--- src/rtl/clfsr_pkg.sv ---
//------------------------------------------------------------------------------
// Module      : clfsr_pkg
// Description : Shared constants and parameter legality helper for clfsr_stream.
// Revision    : 1.0 - initial release
//------------------------------------------------------------------------------
`default_nettype none

package clfsr_pkg;

  localparam logic [15:0] CLFSR_TAPS16    = 16'hB400;
  localparam logic [15:0] CLFSR_SEED_X16  = 16'h7EF0;
  localparam int          CLFSR_SEED_LFSR = 1;

  localparam int CLFSR_MIN_W      = 4;
  localparam int CLFSR_MIN_LFSR_W = 2;
  localparam int CLFSR_MIN_OUT_W  = 1;
  localparam int CLFSR_MAX_OUT_W  = 32;

  function automatic bit clfsr_params_legal(input int w, input int lfsr_w, input int out_w);
    return (w >= CLFSR_MIN_W) && (lfsr_w >= CLFSR_MIN_LFSR_W) &&
           (out_w >= CLFSR_MIN_OUT_W) && (out_w <= CLFSR_MAX_OUT_W);
  endfunction

endpackage

`default_nettype wire

--- src/rtl/clfsr_map.sv ---
//------------------------------------------------------------------------------
// Module      : clfsr_map
// Description : Combinational logistic-type map x' = 1 - 2x^2 in signed Q1.(W-1).
// Revision    : 1.0 - initial release
//------------------------------------------------------------------------------
`default_nettype none

module clfsr_map #(
  parameter int W = 16
) (
  input  logic [W-1:0] x,
  output logic [W-1:0] x_next
);

  localparam logic [W-1:0] c_one = {1'b0, {(W-1){1'b1}}};

  logic signed [2*W-1:0] w_sq;
  logic                  w_unused_sq;

  assign w_sq = $signed(x) * $signed(x);
  // (sq <<< 1)[2W-2:W-1] is sq[2W-3:W-2]; take it directly, all mod 2^W
  assign x_next = c_one - w_sq[2*W-3:W-2];
  assign w_unused_sq = ^{w_sq[2*W-1:2*W-2], w_sq[W-3:0]};

endmodule

`default_nettype wire

--- src/rtl/clfsr_stream.sv ---
//------------------------------------------------------------------------------
// Module      : clfsr_stream
// Description : Chaotic-LFSR bit generator packed into OUT_W-bit valid/ready words.
//               Macro CLFSR_MIX_EN mixes the LFSR MSB in; undefined = map MSB only.
// Revision    : 1.0 - initial release
//------------------------------------------------------------------------------
`default_nettype none

module clfsr_stream
  import clfsr_pkg::*;
#(
  parameter int                W         = 16,
  parameter int                LFSR_W    = 16,
  parameter logic [LFSR_W-1:0] TAPS      = LFSR_W'(CLFSR_TAPS16),
  parameter int                OUT_W     = 8,
  parameter logic [LFSR_W-1:0] SEED_LFSR = LFSR_W'(CLFSR_SEED_LFSR),
  parameter logic [W-1:0]      SEED_X    = W'(CLFSR_SEED_X16)
) (
  input  logic              clk,
  input  logic              rst,
  input  logic              en,
  input  logic              seed_valid,
  input  logic [LFSR_W-1:0] seed_lfsr,
  input  logic [W-1:0]      seed_x,
  output logic              out_valid,
  input  logic              out_ready,
  output logic [OUT_W-1:0]  out_data
);

  localparam int                 c_cnt_w = (OUT_W > 1) ? $clog2(OUT_W) : 1;
  localparam logic [c_cnt_w-1:0] c_last  = c_cnt_w'(OUT_W - 1);

  if (!clfsr_params_legal(W, LFSR_W, OUT_W)) begin : g_param_check
    $error("clfsr_stream: illegal W/LFSR_W/OUT_W");
  end

  logic [W-1:0]       r_x;
  logic [W-1:0]       w_x_next;
  logic [OUT_W-1:0]   r_acc;
  logic [OUT_W-1:0]   r_out_data;
  logic [OUT_W-1:0]   w_word;
  logic [OUT_W:0]     w_shift;
  logic [c_cnt_w-1:0] r_count;
  logic               r_out_valid;
  logic               w_adv;
  logic               w_last;
  logic               w_bit;
  logic               w_lfsr_msb;
  logic               w_unused_shift;

  clfsr_map #(.W(W)) u_map (
    .x      (r_x),
    .x_next (w_x_next)
  );

  // A held word blocks stepping so no bit is lost or repeated under back-pressure
  assign w_adv          = en & ~seed_valid & ~(r_out_valid & ~out_ready);
  assign w_last         = (r_count == c_last);
  assign w_bit          = w_x_next[W-1] ^ w_lfsr_msb;
  assign w_shift        = {r_acc, w_bit};
  assign w_word         = w_shift[OUT_W-1:0];
  assign w_unused_shift = w_shift[OUT_W];

`ifdef CLFSR_MIX_EN
  localparam logic [LFSR_W-1:0] c_lfsr_rst = (SEED_LFSR == '0) ? LFSR_W'(1) : SEED_LFSR;

  if (!TAPS[LFSR_W-1]) begin : g_taps_check
    $error("clfsr_stream: TAPS must include bit LFSR_W-1");
  end

  logic [LFSR_W-1:0] r_lfsr;

  always_ff @(posedge clk) begin
    if (rst) begin
      r_lfsr <= c_lfsr_rst;
    end else if (seed_valid) begin
      r_lfsr <= (seed_lfsr == '0) ? LFSR_W'(1) : seed_lfsr;
    end else if (w_adv) begin
      r_lfsr <= {r_lfsr[LFSR_W-2:0], ^(r_lfsr & TAPS)};
    end
  end

  assign w_lfsr_msb = r_lfsr[LFSR_W-1];
`else
  logic w_unused_lfsr;

  assign w_unused_lfsr = ^{seed_lfsr, TAPS, SEED_LFSR};
  assign w_lfsr_msb    = 1'b0;
`endif

  always_ff @(posedge clk) begin
    if (rst) begin
      r_x         <= SEED_X;
      r_acc       <= '0;
      r_count     <= '0;
      r_out_valid <= 1'b0;
      r_out_data  <= '0;
    end else if (seed_valid) begin
      r_x         <= seed_x;
      r_acc       <= '0;
      r_count     <= '0;
      r_out_valid <= 1'b0;
    end else if (en) begin
      if (r_out_valid && out_ready) begin
        r_out_valid <= 1'b0;
      end
      if (w_adv) begin
        r_x   <= w_x_next;
        r_acc <= w_word;
        // A completing word overrides the handshake clear on the same edge
        if (w_last) begin
          r_count     <= '0;
          r_out_valid <= 1'b1;
          r_out_data  <= w_word;
        end else begin
          r_count <= r_count + c_cnt_w'(1);
        end
      end
    end
  end

  assign out_valid = r_out_valid;
  assign out_data  = r_out_data;

endmodule

`default_nettype wire

--- config.mk ---
export PLATFORM = sky130hd
export DESIGN_NAME = clfsr_stream
export DESIGN_NICKNAME = d
export VERILOG_FILES = /design/src/rtl/clfsr_pkg.sv /design/src/rtl/clfsr_map.sv /design/src/rtl/clfsr_stream.sv
export SDC_FILE = /design/constraint.sdc
export NUM_CORES = 1
export LEC_CHECK = 0
export ABC_AREA = 1
export BUFFER_PORTS_ARGS = -buffer_cell sky130_fd_sc_hd__buf_2
export CAP_MARGIN = 30
export CORE_MARGIN = 1
export CORE_UTILIZATION = 60
export CTS_CLUSTER_SIZE = 12
export DETAILED_ROUTE_END_ITERATION = 7
export PLACE_DENSITY_LB_ADDON = 0.25
export SLEW_MARGIN = 20
export SYNTH_ARGS = -nofsm -noshare
export SYNTH_HDL_FRONTEND = slang
export SYNTH_HIERARCHICAL = 1
export SYNTH_SLANG_ARGS = --single-unit
--- constraint.sdc ---
create_clock -name clk -period 15.3 [get_ports clk]
set_clock_uncertainty 0.05 [all_clocks]
set_input_delay 1.53 -clock clk [delete_from_list [all_inputs] [get_ports clk]]
set_output_delay 1.53 -clock clk [all_outputs]
set_load 0.05 [all_outputs]
# --- Word-level counts from Yosys, hierarchy flattened ---
# Index checks and enable logic that the tools add are counted.
word_totals:
  latch_bits: 0
  memories: 0
  regBits: 35
  romBits: 0
  ramBits: 0
classes:
  n_addsub: 2
  mux: 7
  shifts: 0
  bitwise: 6
  n_eq_ne: 1
  order_cmp: 0
  reduce_logical: 7
  mul: 1
  div: 0
op_table:
  columns: ["cell", "n"]
  rows:
  - ["$mux 16", 3]
  - ["$mul 16x16->30", 1]
  - ["$sub 15x16->16 const A", 1]
  - ["$reduce_and 2->1", 2]
  - ["$reduce_and 4->1", 1]
  - ["$reduce_bool 2->1", 2]
  - ["$add 3x1->3 const B", 1]
  - ["$and 1x1->1", 3]
  - ["$eq 3x3->1 const B", 1]
  - ["$mux 1", 3]
  - ["$mux 3", 1]
  - ["$not 1->1", 3]
  - ["$reduce_or 2->1", 1]
  - ["$logic_and 1x1->1", 1]

# --- Depth between registers and ports, before layout ---
# Gate-level depths: netlist of the first run.
depth:
  depth_word: 7
  ltp_mapped: 32
  depth_no_buf: 30

# --- By module ---
# The synthesis of the first run kept the hierarchy.
modules_own_cells:
  columns: ["mod", "seq_area_each_um2", "area_each_um2", "cells_per_inst", "n_inst"]
  rows:
  - ["clfsr_map", 0.0, 9162.5, 1205, 1]
  - ["clfsr_stream", 700.7, 1592.8, 231, 1]

# --- Worst setup path before layout of the first run ---
# No wires, ideal clock.
synth_path:
  path_type: "register to register"
  from: "reg r_x[15]"
  to: "reg r_x[15]"
  synth_period_minus_slack_ps: 5726
  path_buffers: 1
  path_stages_with_launch: 27
  setup_slack_ps: 9574
  required_time_ps: 15180
  t_arrival_ps: 5606
  setup_time_ps: 70
  cell_sequence: "dfxtp_1 > clkbuf_1 > nand2_1 > inv_1 > fa_1 > inv_1 > fa_1 > inv_1 > fa_1 > fa_1 > fa_1 > fa_1 > ha_1 > nand2_1 > inv_1 > nand2_1 > nor3_2 > inv_1 > nor2_1 > nand2_1 > nand2_1 > nand3_1 > nand2_1 > inv_1 > o21ai_0 > nand2_1 > a21oi_1"
synth_via:
  elab_chain_len: 5
synth_lines:
  columns: ["item", "line", "text"]
  rows:
  - ["from (decl)", "clfsr_stream.sv:37", "logic [W-1:0] r_x;"]
  - ["from (signal assigned)", "clfsr_stream.sv:108", "r_x <= w_x_next;"]
  - ["$mul 16x16->30", "clfsr_map.sv:20", "assign w_sq = $signed(x) * $signed(x);"]
  - ["$sub 15x16->16", "clfsr_map.sv:22", "assign x_next = c_one - w_sq[2*W-3:W-2];"]
  - ["named net w_x_next[15]", "clfsr_stream.sv:38", "logic [W-1:0] w_x_next;"]
  - ["$mux 16", "clfsr_stream.sv:107", "if (w_adv) begin"]
  - ["$mux 16", "clfsr_stream.sv:103", "end else if (en) begin"]
  - ["$mux 16", "clfsr_stream.sv:98", "end else if (seed_valid) begin"]
# The timed path passes the listed nets, and every way through them passes these cells. The select of a mux whose other input is x is not followed.
# A chain may end at the register's enable or synchronous reset.

# --- Worst setup path in the final report of the first run ---
# Ends and elaborated chain as after synthesis.

==> results of run 1 <==
==> worst min-delay path: stages (launching register included) <==
cell      delay, ns
dfxtp_1        0.32
nand2_1        0.06
a21boi_0       0.07
==> worst paths after layout <==
check | start | to | slack [ns]
worst max-delay path | r_x[15]$_SDFFE_PP0P_ | r_x[15]$_SDFFE_PP0P_ | 8.90
worst max register to register | r_x[15]$_SDFFE_PP0P_ | r_x[15]$_SDFFE_PP0P_ | 8.90
worst min register to register | r_count[2]$_SDFFE_PP0P_ | r_count[2]$_SDFFE_PP0P_ | 0.44
worst min-delay path | r_count[2]$_SDFFE_PP0P_ | r_count[2]$_SDFFE_PP0P_ | 0.44
==> cell families after synthesis <==
group / after synthesis / share of synthesized area
compound gates: 72 / 0.0371
flops: 35 / 0.0651
fa+ha+maj: 308 / 0.514
buf+inv: 474 / 0.170
xor+xnor: 13 / 0.0106
simple gates: 534 / 0.203
==> layout by cell type, fill, tap and decap left out, types with 3 or more instances in the layout <==
master       n
clkbuf_16    5
inv_1      425
nor2_1      78
xor2_1       8
fa_1       223
nand4_1     11
inv_2        4
a21boi_0     5
nor3_2       3
dfxtp_1     35
a21oi_1     37
o21ai_0     20
nor3_1       3
nand3_1     46
nand3b_1     5
buf_2       29
nand2_1    374
o21bai_1     3
xnor2_1      5
nand2_2      6
buf_4        8
clkinv_1     3
ha_1        85
==> metal layers <==
| metal | part of all wire | vias up |
|---|---|---|
| met3 | 0.050 | 35 |
| li1 | - | 4115 |
| met4 | 0.022 | 0 |
| met1 | 0.45 | 4094 |
| met2 | 0.48 | 215 |
| met5 | 0 | - |
==> area by class of cell <==
cell class                      count  area [um2]  share of cell area
Inverter                          433        1630               0.145
Timing Repair Buffer               39         235              0.0209
Tap cell                          225         282              0.0250
Sequential cell                    35         701              0.0623
Multi-Input combinational cell    927        8230               0.732
Clock inverter                      3        47.5             0.00423
Clock buffer                        5         125              0.0111
==> stage by stage <==
step	setup WS, ns	utilization	std cells	hold slack [ns]	instance area (um2)
after floorplan	9.57	-	1436	0.405	10800
after global placement	8.97	0.634	1657	0.417	11000
after detailed placement	8.90	0.634	1657	0.429	11000
after CTS	8.89	0.644	1665	0.439	11200
after global routing	8.40	0.646	1667	0.474	11200
final	8.90	0.646	1667	0.438	11200
==> sequential cells by signal, summed over array words and instances (netlist names) <==
| register | cells |
|---|---|
| out_data | 8 |
| r_x | 16 |
| r_count | 3 |
| out_valid | 1 |
| r_acc | 7 |
==> impl_metrics.env, run 1 <==
export IMPL_num_fill_cells=1538
export IMPL_clock_fmax_mhz=156
export IMPL_grt_busiest_layer="met2"
export IMPL_grt_pass1_wl_mm=39.5
export IMPL_drv_slew=0
export IMPL_cts_setup_buffers=0
export IMPL_tns_ns=0
export IMPL_cts_resized=0
export IMPL_reg2reg_depth=26
export IMPL_critPathMaxFanout=24
export IMPL_fin_crit_sh=0.418
export IMPL_num_rows=48
export IMPL_antenna_cells=0
export IMPL_final_min_clock_period_ns=6.40
export IMPL_synth_top_cell_area_share=0.415
export IMPL_worstPathRequired_ns=15.47
export IMPL_cts_tree="built"
export IMPL_core_area_um2=17400
export IMPL_die_h_um=136
export IMPL_critPathMaxStageDelay_ns=0.79
export IMPL_hold_path_class="reg -> reg"
export IMPL_area_growth_pct=4.54
export IMPL_synth_most_common_cell="inv_1"
export IMPL_maxCapViolCount=0
export IMPL_critical_path_class="reg -> reg"
export IMPL_cp_start_kind="register"
export IMPL_viasPerCell=5.07
export IMPL_grt_pass1_vias=8511
export IMPL_hpwl_mm=19.0
export IMPL_max_slew_margin_rel=0.325
export IMPL_routed_wirelength_mm=23.1
export IMPL_initial_core_util=0.618
export IMPL_clockBufferDepth=2
export IMPL_detail_route_antenna_nets=0
export IMPL_track_usage=0.275
export IMPL_met2_usage=0.470
export IMPL_num_io_pins=46
export IMPL_synth_edf_count=0
export IMPL_async_flop_share=0
export IMPL_setup_viol=0
export IMPL_synth_area_per_cell_um2=7.49
export IMPL_syn_nets=1781
export IMPL_clock_latency_ns=0.28
export IMPL_wl_per_cell_um=13.9
export IMPL_crit_family="adder cells"
export IMPL_cp_depth=26
export IMPL_drt_iter0_drc=562
export IMPL_crit_buf_inv=7
export IMPL_tightest_slew_ns=1.01
export IMPL_clockRootBuffer="clkbuf_16"
export IMPL_die_w_um=136
export IMPL_use_met3=0.0213
export IMPL_worstPathArrival_ns=6.56
export IMPL_numClockSinks=35
export IMPL_synth_seq_cells=35
export IMPL_ys_top_cells_by_count="inv_1 (425), nand2_1 (374), fa_1 (223)"
export IMPL_synth_flop_cell="dfxtp_1"
export IMPL_ys_types=37
export IMPL_grt_met1_usage=0.383
export IMPL_cts_hold_buf=0
export IMPL_crit_top_cell="nand2_1"
export IMPL_firstDrtPassIters=5
export IMPL_nets=1786
export IMPL_ctsHtreeMaxLevel=2
export IMPL_yosys_top_cells_area="fa_1 (42%), inv_1 (15%), nand2_1 (13%)"
export IMPL_dr_total_vias=8459
export IMPL_io_buffer_count=29
export IMPL_numCtsBuffers=5
export IMPL_drive_above_1_share=0.0479
export IMPL_grt_antenna_before_repair=0
export IMPL_grt_max_degree=33
export IMPL_yosysSeqAreaShare=0.0651
export IMPL_yosysTopAreaCell="fa_1"
export IMPL_netlist_instances=1436
export IMPL_gr_total_overflow=0
export IMPL_clk_pin_slew_ns=0.06
export IMPL_status="finished clean"
export IMPL_dieArea_um2=18500
export IMPL_rsz0062_at_grt="no"
export IMPL_synth_warnings=6
export IMPL_cp_slowest_cell="fa_1"
export IMPL_hold_depth=2
export IMPL_synth_area_um2=10800
export IMPL_end_kind="register"
export IMPL_globalplace_congestion=0.973
export IMPL_hold_viol_final=0
export IMPL_drc=0
Power of run 1 is left out: the tool's default activity adds up to more than one toggle a clock period on the data nets, which glitch-free logic cannot reach.
==> run 2, diff against run 1 <==
Clock period 15.3 ns to 6.4 ns, I/O delays scaled along.
==> run 2 against run 1 <==
  * Global-route usage up 0.36 points
  * Register-to-register slack got worse by 8.5 ns
  * Sequential share of layout area is 0.088 points lower
  * Fmax increased by 6.6%
  * First-iteration DRC count shrank 27%
==> impl_metrics.env, run 2 (synthesized netlist as in run 1, its figures left out) <==
export IMPL_status="finished clean"
export IMPL_wl_per_cell_um=14.0
export IMPL_clock_latency_ns=0.28
export IMPL_cts_setup_buffers=0
export IMPL_setup_viol=0
export IMPL_globalplace_congestion=0.920
export IMPL_mostFrequentLayoutCells="inv_1 (425), nand2_1 (374), fa_1 (222), ha_1 (85), nor2_1 (78)"
export IMPL_hold_path_class="reg -> reg"
export IMPL_drv_slew=0
export IMPL_grt_max_degree=33
export IMPL_worstPathRequired_ns=6.56
export IMPL_detail_route_antenna_nets=0
export IMPL_initial_core_util=0.618
export IMPL_critPathMaxStageDelay_ns=0.72
export IMPL_crit_buf_inv=5
export IMPL_core_area_um2=17400
export IMPL_clockBufferDepth=2
export IMPL_max_slew_margin_rel=0.579
export IMPL_drc=0
export IMPL_grt_pass1_wl_mm=39.9
export IMPL_cp_start_kind="register"
export IMPL_final_min_clock_period_ns=6.00
export IMPL_layout_commonest_cell="inv_1"
export IMPL_drive_above_1_share=0.0622
export IMPL_track_usage=0.279
export IMPL_area_growth_pct=6.04
export IMPL_critPathMaxFanout=13
export IMPL_grt_pass1_vias=8606
export IMPL_clock_fmax_mhz=167
export IMPL_cp_slowest_cell="dfxtp_1"
export IMPL_crit_family="adder cells"
export IMPL_fin_crit_sh=0.938
export IMPL_crit_top_cell="nand2_1"
export IMPL_worstPathArrival_ns=6.16
export IMPL_die_h_um=136
export IMPL_antenna_cells=0
export IMPL_clockRootBuffer="clkbuf_16"
export IMPL_num_rows=48
export IMPL_io_buffer_count=29
export IMPL_drt_iter0_drc=408
export IMPL_regMostFlops="r_x"
export IMPL_largest_reg_flops=16
export IMPL_nets=1807
export IMPL_gr_total_overflow=0
export IMPL_dieArea_um2=18500
export IMPL_critical_path_class="reg -> reg"
export IMPL_numClockSinks=35
export IMPL_cts_tree="built"
export IMPL_ctsHtreeMaxLevel=2
export IMPL_num_io_pins=46
export IMPL_rsz0062_at_grt="no"
export IMPL_dr_total_vias=8548
export IMPL_r2r_setup_slack_ns=0.40
export IMPL_hpwl_mm=20.0
export IMPL_firstDrtPassIters=5
export IMPL_numCtsBuffers=5
export IMPL_tightest_slew_ns=0.630
export IMPL_grt_antenna_before_repair=0
export IMPL_cts_hold_buf=0
export IMPL_die_w_um=136
export IMPL_hold_viol_final=0
export IMPL_end_kind="register"
export IMPL_viasPerCell=5.06
export IMPL_maxCapViolCount=0
export IMPL_routed_wirelength_mm=23.7
export IMPL_tns_ns=0
export IMPL_clk_pin_slew_ns=0.07
run 2: final cells by class:
type	instances	area (um2)
Fill cell	1594	6010
Tap cell	225	282
Inverter	433	1630
Sequential cell	35	701
Clock inverter	3	47.5
Timing Repair Buffer	60	394
Multi-Input combinational cell	927	8230
Clock buffer	5	125
run 2: per-layer routing:
metal | vias up | share of wire | track usage
met5 | - | 0 | 0
met3 | 27 | 0.056 | 0.0205
met2 | 214 | 0.49 | 0.493
met4 | 0 | 0.017 | 0.0519
met1 | 4155 | 0.43 | 0.379
li1 | 4152 | - | -
run 2: worst register-to-register path, stage by stage, from the launching register on:
cell and delay [ns]:
dfxtp_1 0.72, nand2_1 0.25, fa_1 0.58, inv_1 0.05, fa_1 0.52, fa_1 0.45, fa_1 0.52, fa_1 0.50
inv_1 0.05, fa_1 0.48, inv_1 0.04, ha_1 0.34, nand2_1 0.09, nand2_1 0.13, nand2_1 0.08, and2_1 0.19
nand2_1 0.08, a21oi_1 0.12, nand2_1 0.10, inv_1 0.06, nand2_1 0.04, nand2_1 0.08, inv_1 0.05, o21ai_0 0.14
nand2_1 0.07, a21oi_1 0.14
run 2: per-stage QoR:
step / hold slack, ns / area [um2] / instances / utilization / worst slack [ns]
6_report: 0.438 / 11400 / 1688 / 0.655 / 0.400
5_1_grt: 0.475 / 11400 / 1688 / 0.655 / 0.0278
4_1_cts: 0.441 / 11400 / 1688 / 0.654 / 0.279
3_5_place_dp: 0.432 / 11200 / 1680 / 0.645 / 0.304
3_3_place_gp: 0.414 / 11200 / 1680 / 0.645 / 0.383
2_1_floorplan: 0.405 / 10800 / 1436 / - / 0.674
run 2: path summary, 6_finish.rpt:
| check | start | to | cells past startpoint |
|---|---|---|---|
| max | r_x[12]$_SDFFE_PP1P_ | r_x[15]$_SDFFE_PP0P_ | 25 |
| min | r_count[2]$_SDFFE_PP0P_ | r_count[2]$_SDFFE_PP0P_ | 2 |
| max reg2reg | r_x[12]$_SDFFE_PP1P_ | r_x[15]$_SDFFE_PP0P_ | 25 |
| min reg2reg | r_count[2]$_SDFFE_PP0P_ | r_count[2]$_SDFFE_PP0P_ | 2 |
run 2: timing repair:
item / 4_1_cts / 5_1_grt
endpoints found under the hold margin: 0 / 0
resized for setup: 0 / 2
setup endpoints to repair: 0 / 5
Power of run 2 is left out for the same reason.
==> run 3, diff against run 2 <==
Settings changed: CORE_MARGIN 1 to 3.
==> run 3 against run 2 <==
  * Utilization unchanged
  * Global-route usage fell by 1.9 points
  * Final cell count decreased by 0.30%
  * Count of clock-buffer cells in the layout is the same
  * Critical path depth increased by 1
  * Flip-flop and latch count unchanged
  * Setup slack lost 0.035 ns
  * Critical path type unchanged
  * Largest cell class unchanged
==> impl_metrics.env, run 3 (synthesized netlist as in run 1, its figures left out) <==
export IMPL_status="finished clean"
export IMPL_drt_iter0_drc=529
export IMPL_grt_pass1_wl_mm=41.3
export IMPL_num_io_pins=46
export IMPL_globalplace_congestion=0.994
export IMPL_cts_tree="built"
export IMPL_routed_wirelength_mm=23.7
export IMPL_drive_above_1_share=0.0610
export IMPL_final_min_clock_period_ns=6.04
export IMPL_clk_pin_slew_ns=0.06
export IMPL_layout_commonest_cell="inv_1"
export IMPL_seq_area_um2=704
export IMPL_clock_fmax_mhz=166
export IMPL_num_rows=48
export IMPL_detail_route_antenna_nets=0
export IMPL_initial_core_util=0.618
export IMPL_clockBufferDepth=2
export IMPL_wl_per_cell_um=14.1
export IMPL_hold_path_class="reg -> reg"
export IMPL_fin_crit_sh=0.943
export IMPL_grt_pass1_vias=8911
export IMPL_cts_setup_buffers=0
export IMPL_critPathMaxFanout=13
export IMPL_die_h_um=140
export IMPL_gr_total_overflow=0
export IMPL_io_buffer_count=29
export IMPL_tns_ns=0
export IMPL_largest_reg_flops=16
export IMPL_firstDrtPassIters=5
export IMPL_clockRootBuffer="clkbuf_16"
export IMPL_grt_max_degree=33
export IMPL_antenna_cells=0
export IMPL_multi_input_comb_area_um2=8230
export IMPL_critical_path_class="reg -> reg"
export IMPL_dieArea_um2=19600
export IMPL_max_slew_margin_rel=0.576
export IMPL_rsz0062_at_grt="no"
export IMPL_end_kind="register"
export IMPL_maxCapViolCount=0
export IMPL_regMostFlops="r_x"
export IMPL_setup_viol=0
export IMPL_ctsHtreeMaxLevel=2
export IMPL_tightest_slew_ns=0.635
export IMPL_viasPerCell=5.02
export IMPL_die_w_um=140
export IMPL_cp_start_kind="register"
export IMPL_numCtsBuffers=5
export IMPL_track_usage=0.260
export IMPL_num_fill_cells=1541
export IMPL_r2r_setup_slack_ns=0.36
export IMPL_drv_slew=0
export IMPL_dr_total_vias=8451
export IMPL_drc=0
export IMPL_worstPathRequired_ns=6.56
export IMPL_grt_antenna_before_repair=0
export IMPL_nets=1802
export IMPL_core_area_um2=17400
export IMPL_worstPathArrival_ns=6.20
export IMPL_hpwl_mm=19.9
export IMPL_numClockSinks=35
export IMPL_area_growth_pct=6.04
export IMPL_clock_latency_ns=0.29
export IMPL_hold_viol_final=0
export IMPL_mostFrequentLayoutCells="inv_1 (425), nand2_1 (374), fa_1 (222), ha_1 (85), nor2_1 (78)"
==> run 3: through the flow <==
stage / area [um2] / utilization / setup WS [ns] / hold slack, ns / instances
finish: 11400 / 0.655 / 0.364 / 0.432 / 1683
global route: 11400 / 0.655 / 0.0262 / 0.455 / 1683
CTS: 11400 / 0.654 / 0.318 / 0.436 / 1683
detailed placement: 11200 / 0.645 / 0.356 / 0.426 / 1675
global placement: 11200 / 0.645 / 0.369 / 0.418 / 1675
floorplan: 10800 / - / 0.674 / 0.405 / 1436
==> run 3: layer usage <==
layer	wire length, um	GRT usage	share of wire
met2	11600	0.440	0.49
met4	605	0.0678	0.026
met1	10300	0.367	0.43
met5	0	0	0
met3	1180	0.0196	0.050
==> run 3: path summary, 6_finish.rpt <==
check	depth (start not counted)	to	start
worst min register to register	2	r_count[2]$_SDFFE_PP0P_	r_count[2]$_SDFFE_PP0P_
worst min-delay path	2	r_count[2]$_SDFFE_PP0P_	r_count[2]$_SDFFE_PP0P_
worst max-delay path	26	r_x[15]$_SDFFE_PP0P_	r_x[12]$_SDFFE_PP1P_
worst max register to register	26	r_x[15]$_SDFFE_PP0P_	r_x[12]$_SDFFE_PP1P_
==> run 3: layout make-up <==
cell class              instances  area share
well taps                     225      0.0247
multi-input cells             927       0.722
clock buffers                   5      0.0110
inverters                     433       0.143
repair buffers                 55      0.0342
clock inverters                 3     0.00417
flip-flops and latches         35      0.0618
==> run 3: repair_timing <==
item	in CTS	in global routing
setup endpoints to repair	0	4
gates resized for setup	0	4
hold buffers	0	0
==> run 3: critical path, stage by stage (launching register included) <==
cell and delay [ns]:
dfxtp_1 0.72, nand2_1 0.11, inv_1 0.15, ha_1 0.28, xor2_1 0.19, fa_1 0.47
fa_1 0.55, inv_1 0.06, fa_1 0.53, fa_1 0.50, inv_1 0.05, fa_1 0.48
inv_1 0.05, ha_1 0.33, a21oi_1 0.33, nand2_1 0.16, nand2_1 0.09, nand2_1 0.05
a21oi_1 0.11, nand2_1 0.11, inv_1 0.06, nand2_1 0.05, nand2_1 0.09, inv_1 0.06
o21ai_0 0.14, nand2_1 0.07, a21oi_1 0.12
Power of run 3 is left out for the same reason.
